File: src/rtl/mix_columns_serial.sv
// rtl/mix_columns_serial.sv - byte-serial AES MixColumns stage between ShiftRows memory and AddRoundKey
// Reads one 4-byte column, then streams its 4 mixed (or bypassed) bytes.
module mix_columns_serial #(
  parameter int RD_LATENCY = 1
) (
  input  logic       clk,
  input  logic       rst,
  input  logic       start,
  input  logic       last_round,
  input  logic [7:0] data_in,
  output logic       MIX_COL_start,
  output logic [3:0] MIX_COL_addr,
  output logic [7:0] out,
  output logic       out_valid,
  output logic [3:0] out_addr,
  output logic       busy,
  output logic       done
);

  typedef enum logic [2:0] {S_IDLE, S_READ, S_WAIT, S_WRITE, S_DONE} state_t;

  state_t     r_state;
  state_t     w_next;
  logic [1:0] r_col;
  logic [1:0] r_row;
  logic [1:0] r_wcnt;
  logic       r_bypass;
  logic [7:0] r_col_reg [4];
  logic       r_pipe_vld [RD_LATENCY];
  logic [1:0] r_pipe_row [RD_LATENCY];
  logic [7:0] w_mix [4];

  function automatic logic [7:0] xt2(input logic [7:0] b);
    return {b[6:0], 1'b0} ^ (b[7] ? 8'h1B : 8'h00);
  endfunction

  function automatic logic [7:0] xt3(input logic [7:0] b);
    return xt2(b) ^ b;
  endfunction

  always_comb begin
    w_mix[0] = xt2(r_col_reg[0]) ^ xt3(r_col_reg[1]) ^ r_col_reg[2] ^ r_col_reg[3];
    w_mix[1] = r_col_reg[0] ^ xt2(r_col_reg[1]) ^ xt3(r_col_reg[2]) ^ r_col_reg[3];
    w_mix[2] = r_col_reg[0] ^ r_col_reg[1] ^ xt2(r_col_reg[2]) ^ xt3(r_col_reg[3]);
    w_mix[3] = xt3(r_col_reg[0]) ^ r_col_reg[1] ^ r_col_reg[2] ^ xt2(r_col_reg[3]);
  end

  always_comb begin
    w_next = r_state;
    case (r_state)
      S_IDLE:  if (start) w_next = S_READ;
      S_READ:  if (r_row == 2'd3) w_next = S_WAIT;
      S_WAIT:  if (r_wcnt == 2'(RD_LATENCY - 1)) w_next = S_WRITE;
      S_WRITE: if (r_row == 2'd3) w_next = (r_col == 2'd3) ? S_DONE : S_READ;
      S_DONE:  w_next = S_IDLE;
      default: w_next = S_IDLE;
    endcase
  end

  // The strobe pipe carries the row of each issued read so the byte lands in the right slot on return.
  always_ff @(posedge clk or negedge rst) begin
    if (!rst) begin
      r_state  <= S_IDLE;
      r_col    <= '0;
      r_row    <= '0;
      r_wcnt   <= '0;
      r_bypass <= 1'b0;
      for (int i = 0; i < 4; i++) r_col_reg[i] <= '0;
      for (int i = 0; i < RD_LATENCY; i++) begin
        r_pipe_vld[i] <= 1'b0;
        r_pipe_row[i] <= '0;
      end
    end else begin
      r_state       <= w_next;
      r_pipe_vld[0] <= (r_state == S_READ);
      r_pipe_row[0] <= r_row;
      for (int i = 1; i < RD_LATENCY; i++) begin
        r_pipe_vld[i] <= r_pipe_vld[i-1];
        r_pipe_row[i] <= r_pipe_row[i-1];
      end
      if (r_pipe_vld[RD_LATENCY-1]) r_col_reg[r_pipe_row[RD_LATENCY-1]] <= data_in;
      case (r_state)
        S_IDLE: begin
          if (start) begin
            r_bypass <= last_round;
            r_col    <= '0;
            r_row    <= '0;
          end
        end
        S_READ: begin
          r_row  <= r_row + 2'd1;
          r_wcnt <= '0;
        end
        S_WAIT:  r_wcnt <= r_wcnt + 2'd1;
        S_WRITE: begin
          r_row <= r_row + 2'd1;
          if (r_row == 2'd3) r_col <= r_col + 2'd1;
        end
        default: ;
      endcase
    end
  end

  always_comb begin
    MIX_COL_start = 1'b0;
    MIX_COL_addr  = '0;
    out           = '0;
    out_valid     = 1'b0;
    out_addr      = '0;
    done          = 1'b0;
    busy          = (r_state != S_IDLE);
    case (r_state)
      S_READ: begin
        MIX_COL_start = 1'b1;
        MIX_COL_addr  = {r_col, r_row};
      end
      S_WAIT: begin
        MIX_COL_start = 1'b1;
        MIX_COL_addr  = {r_col, 2'd3};
      end
      S_WRITE: begin
        out_valid = 1'b1;
        out_addr  = {r_col, r_row};
        out       = r_bypass ? r_col_reg[r_row] : w_mix[r_row];
      end
      S_DONE:  done = 1'b1;
      default: ;
    endcase
  end

endmodule

File: config.mk
export PLATFORM = sky130hd
export DESIGN_NAME = mix_columns_serial
export DESIGN_NICKNAME = d
export VERILOG_FILES = /design/src/rtl/mix_columns_serial.sv
export SDC_FILE = /design/constraint.sdc
export NUM_CORES = 1
export LEC_CHECK = 0
export CORE_MARGIN = 1.5
export CORE_UTILIZATION = 45
export CTS_CLUSTER_DIAMETER = 30
export DETAILED_ROUTE_END_ITERATION = 8
export PLACE_DENSITY = 0.65
export SYNTH_ARGS = -nofsm -noshare
export SYNTH_HDL_FRONTEND = slang
export SYNTH_SLANG_ARGS = --single-unit
File: constraint.sdc
create_clock -name clk -period 1.95 [get_ports clk]
set_input_delay 0.195 -clock clk [delete_from_list [all_inputs] [get_ports clk]]
set_output_delay 0.195 -clock clk [all_outputs]
set_load 0.01 [all_outputs]
# == Yosys cells after proc, flatten, opt, wreduce, memory -nomap -nowiden ==
# Index checks and enable logic that the tools add are counted.
# classes
n_addsub,3
n_lt_le_gt_ge,3
eq_ne,10
muxes,31
bitwise,22
n_reduce_logical,13
# op_table
op,count
$xor 8x8->8,16
$mux 8,7
$bmux 8 s2,2
$bwmux 32,1
$xor 8x5->8,4
$mux 5,4
$demux 8 s2,1
$mux 3,5
$pmux 2 s2,3
$pmux 3 s4,1
$ne 2x2->1 const B,4
$pmux 4 s2,1
$add 2x1->2 const B,3
$eq 3x2->1 const B,2
$ge 3x3->1 const B,2
$not 2->3,2
$reduce_bool 2->1,3
$eq 2x2->1 const B,2
$mux 2,2
$mux 4,1
$reduce_and 2->1,2
$reduce_and 4->1,1
$reduce_or 2->1,2
$eq 3x1->1 const B,1
8 further kinds,10
# totals
regBits,45
in_bits,12
output_inout_bits,20
elab_cells,93

# == Longest topological paths before layout ==
# depth
ltp_word,11
depth_mapped,7
mapped_depth_nobuf,6

# == Least setup slack after synthesis ==
# Ideal clock, no wire load.
# synth_path
kind,reg-to-output
startpoint,register r_state[0]
endpoint,output out[3]
arrival_ns,1.561
required_time_ns,1.755
setup_slack_ns,0.194
path_stages_with_launch,6
n_path_buf,1
cell_sequence,dfrtp_1 -> nor2b_1 -> and2_1 -> clkbuf_1 -> o211ai_1 -> a21oi_1
# synth_between
elab_chain_cells,2
# synth_rtl
element,line,text
from (decl),22,state_t r_state;
from (signal assigned),74,r_state <= w_next;
$eq 3x2->1,112,case (r_state)
$mux 8,112,
to (decl),13,"output logic [7:0] out,"
# Every way passes these cells.

# == Worst setup path in the final report ==
# layout_path
startpoint,register r_col_reg[15] (netlist name)
endpoint,output out[1]
# layout_between
elab_chain_cells,10
elab_cells_between_ends,12
classes_between,mux: 6; bitwise: 6
# layout_rtl
element,line,text
from (decl),28,logic [7:0] r_col_reg [4];
"from (signal, indexed assignment)",81,if (r_pipe_vld[RD_LATENCY-1]) r_col_reg[r_pipe_row[RD_LATENCY-1]] <= data_in;
$mux 5 (*),34,"return {b[6:0], 1'b0} ^ (b[7] ? 8'h1B : 8'h00);"
$xor 8x5->8 (*),34,
$xor 8x8->8,38,return xt2(b) ^ b;
$xor 8x8->8 (2 in a row),43,w_mix[1] = r_col_reg[0] ^ xt2(r_col_reg[1]) ^ xt3(r_col_reg[2]) ^ r_col_reg[3];
$bmux 8 s2 (*),124,out = r_bypass ? r_col_reg[r_row] : w_mix[r_row];
$mux 8 (implied by the code) (*) (2 in a row),124,
$mux 8 (*),124,
$mux 8 (*),112,
# Mark *: on every way between the ends. The rest lies on a longest branch, timed or not. The select of a mux whose other input is x is not followed.

==> impl_metrics.env <==
export IMPL_numClockSinks=45
export IMPL_largest_register_ff_count=34
export IMPL_post_dp_hpwl_microns=5860
export IMPL_tritoncts="built"
export IMPL_finClkSkew_ns=0.0106
export IMPL_crit_family="flip-flops"
export IMPL_cts_max_level=2
export IMPL_design_die_area_sq_um=8110
export IMPL_wl_per_cell_microns=16.2
export IMPL_cp_max_fo=7
export IMPL_async_flop_share=1.00
export IMPL_cp_required_ns=1.75
export IMPL_crit_chain="xnor3_1 -> mux2i_1 -> xnor2_1 -> a22o_1 -> o31ai_2 -> buf_2"
export IMPL_rsz0062_at_grt="true"
export IMPL_max_stage_delay_ns=0.47
export IMPL_cts_buffers=5
export IMPL_drtAntennaViolNets=0
export IMPL_whs_ns=0.411
export IMPL_grt_usage=0.210
export IMPL_first_global_vias=2641
export IMPL_antenna_cells=0
export IMPL_fp_dieW_microns=90.0
export IMPL_clkTransAtPathRegs_ns=0.08
export IMPL_hp_class="input pin to async pin"
export IMPL_final_hold_violation_count=0
export IMPL_drc_errors=0
export IMPL_syn_to_final_growth_pct=31.1
export IMPL_dr_pass1_iters=4
export IMPL_period_share=1.10
export IMPL_ys_top_cells_by_count="67 x xnor2_1, 45 x dfrtp_1, 34 x mux2_2"
export IMPL_antenna_found_initial=0
export IMPL_crit_arrival_ns=1.96
export IMPL_port_buffers=31
export IMPL_globalRouteOverflowTotal=0
export IMPL_tightest_slew_ns=0.558
export IMPL_crit_path_start_kind="flop"
export IMPL_nets=408
export IMPL_clk_latency_ns=0.30
export IMPL_synth_avg_cell_area_sq_um=10.8
export IMPL_vias_per_cell=5.19
export IMPL_fin_area_sq_um=4470
export IMPL_setup_viol=7
export IMPL_clockBufferDepth=2
export IMPL_status="complete, but fails checks"
export IMPL_cp_num_buf_inv=1
export IMPL_violations="negative setup slack"
export IMPL_fin_cells=492
export IMPL_gp_congestion=0.839
export IMPL_start_util=0.468
export IMPL_rows=31
export IMPL_syn_num_nets=331
export IMPL_io_pins=32
export IMPL_dieHeight_microns=90.0
export IMPL_drtIter0Drc=137
export IMPL_drv_cap=0
export IMPL_synth_enable_flop_cells=0
export IMPL_ys_warn_count=0
export IMPL_synth_ff_type="dfrtp_1"
export IMPL_synth_top_cell_area_share=0.330
export IMPL_totalWireLength_microns=7990
export IMPL_end_kind="primary output"
export IMPL_synth_top_cell_by_area="dfrtp_1"
export IMPL_drive_gt1_frac=0.397
export IMPL_synth_cells=316
export IMPL_grt_max_degree=25
export IMPL_drv_slew=0
export IMPL_synthTopCellsByArea="dfrtp_1 33%, xnor2_1 17%, mux2_2 11%, mux2i_1 6.8%, xor2_1 4.9%"
export IMPL_synth_seq_cells=45
export IMPL_finalCriticalPeriod_ns=2.15
export IMPL_synth_seq_area_share=0.330
export IMPL_crit_type="flop to primary output"
export IMPL_grt_pass1_wl_microns=13400
export IMPL_place_area_sq_um=4170
export IMPL_yosysMostFrequentCell="xnor2_1"
export IMPL_worst_slack_ns=-0.201
export IMPL_fmax_mhz=465
export IMPL_design_core_area_sq_um=7290
export IMPL_route_vias_total=2552
export IMPL_synth_area_sq_um=3410
export IMPL_crit_path_top_delay_cell="dfrtp_2"
export IMPL_ys_types=36
export IMPL_cts_root_buf="clkbuf_8"
export IMPL_slew_headroom=0.628
export IMPL_postLayoutCoreUtil=0.613
export IMPL_numPlacedInstances=472
cell usage in the layout (no fill, tap or decap), types with 3 or more instances in the layout:
cell type        count
xnor2_1             65
buf_4               58
mux2_2              34
dfrtp_1             29
mux2i_1             21
xor2_1              16
clkdlybuf4s50_1     16
dfrtp_2             16
nand3_1             10
buf_2                8
nand2_1              7
o21ai_0              7
mux4_2               6
xnor3_1              6
dlygate4sd2_1        6
buf_6                6
inv_1                5
a21oi_1              5
nor2_1               5
and3_1               5
clkbuf_8             5
nand2b_1             4
nor2b_1              4
buf_12               4
o21ai_1              3
xor2_2               3
and2_1               3
ha_1                 3
cell type report:
| type | instances | area (sq um) |
|---|---|---|
| fill | 630 | 2820 |
| multi-input combinational | 235 | 2190 |
| sequential | 45 | 1150 |
| timing repair buffer | 101 | 888 |
| tap | 99 | 124 |
| clock buffer | 5 | 68.8 |
| clock inverter | 2 | 35.0 |
| inverter | 5 | 18.8 |
final timing paths:
kind	startpoint	to	slack (ns)	cells past startpoint
worst max-delay path	r_col_reg[15]	out[1]	-0.20	6
worst min-delay path	rst	r_col[0]	0.41	2
worst max register to register	r_state[1]	r_row[0]	0.43	6
worst min register to register	r_state[1]	r_pipe_vld	0.48	1
max in group asynchronous	rst	r_col_reg[28]	1.00	3
min in group clk	r_state[1]	r_pipe_vld	0.48	1
stage by stage:
stage / setup slack, ns / TNS [ns]
floorplan: 0.194 / 0
global placement: -0.351 / -1.76
detailed placement: -0.351 / -1.94
CTS: -0.219 / -1.11
global route: -0.313 / -1.80
finish: -0.201 / -0.928
cell families (layout without fill, tap and decap cells):
group	after synthesis	after routing	share of synthesized area
mux	63	63	0.219
simple gates	49	49	0.0793
buf+inv	36	113	0.0484
flops	45	45	0.330
xor+xnor	92	92	0.261
compound gates	28	28	0.0510
fa+ha+maj	3	3	0.0110
layer usage:
metal  GRT usage  wire, microns  share of wire
met5           0              0              0
met1       0.276           3590           0.45
met4      0.0476             70         0.0088
met3      0.0313            306          0.038
met2       0.363           4020           0.50
worst reg2reg max path, stage by stage (launching register included):
cell	delay, ns
dfrtp_1	0.40
buf_4	0.18
inv_1	0.08
buf_4	0.13
a21oi_1	0.06
or2_2	0.29
mux2_2	0.27
timing repair:
item	4_1_cts	5_1_grt
hold buffers	1	0
buffers inserted	10	2
hold endpoints to repair	21	0
pin swaps	15	8
gates cloned	1	0
endpoints found under the setup margin	15	10
gates resized for setup	62	13
Power is not shown: default switching activity piles up to over one toggle a cycle in this logic, so the estimate is an artifact.
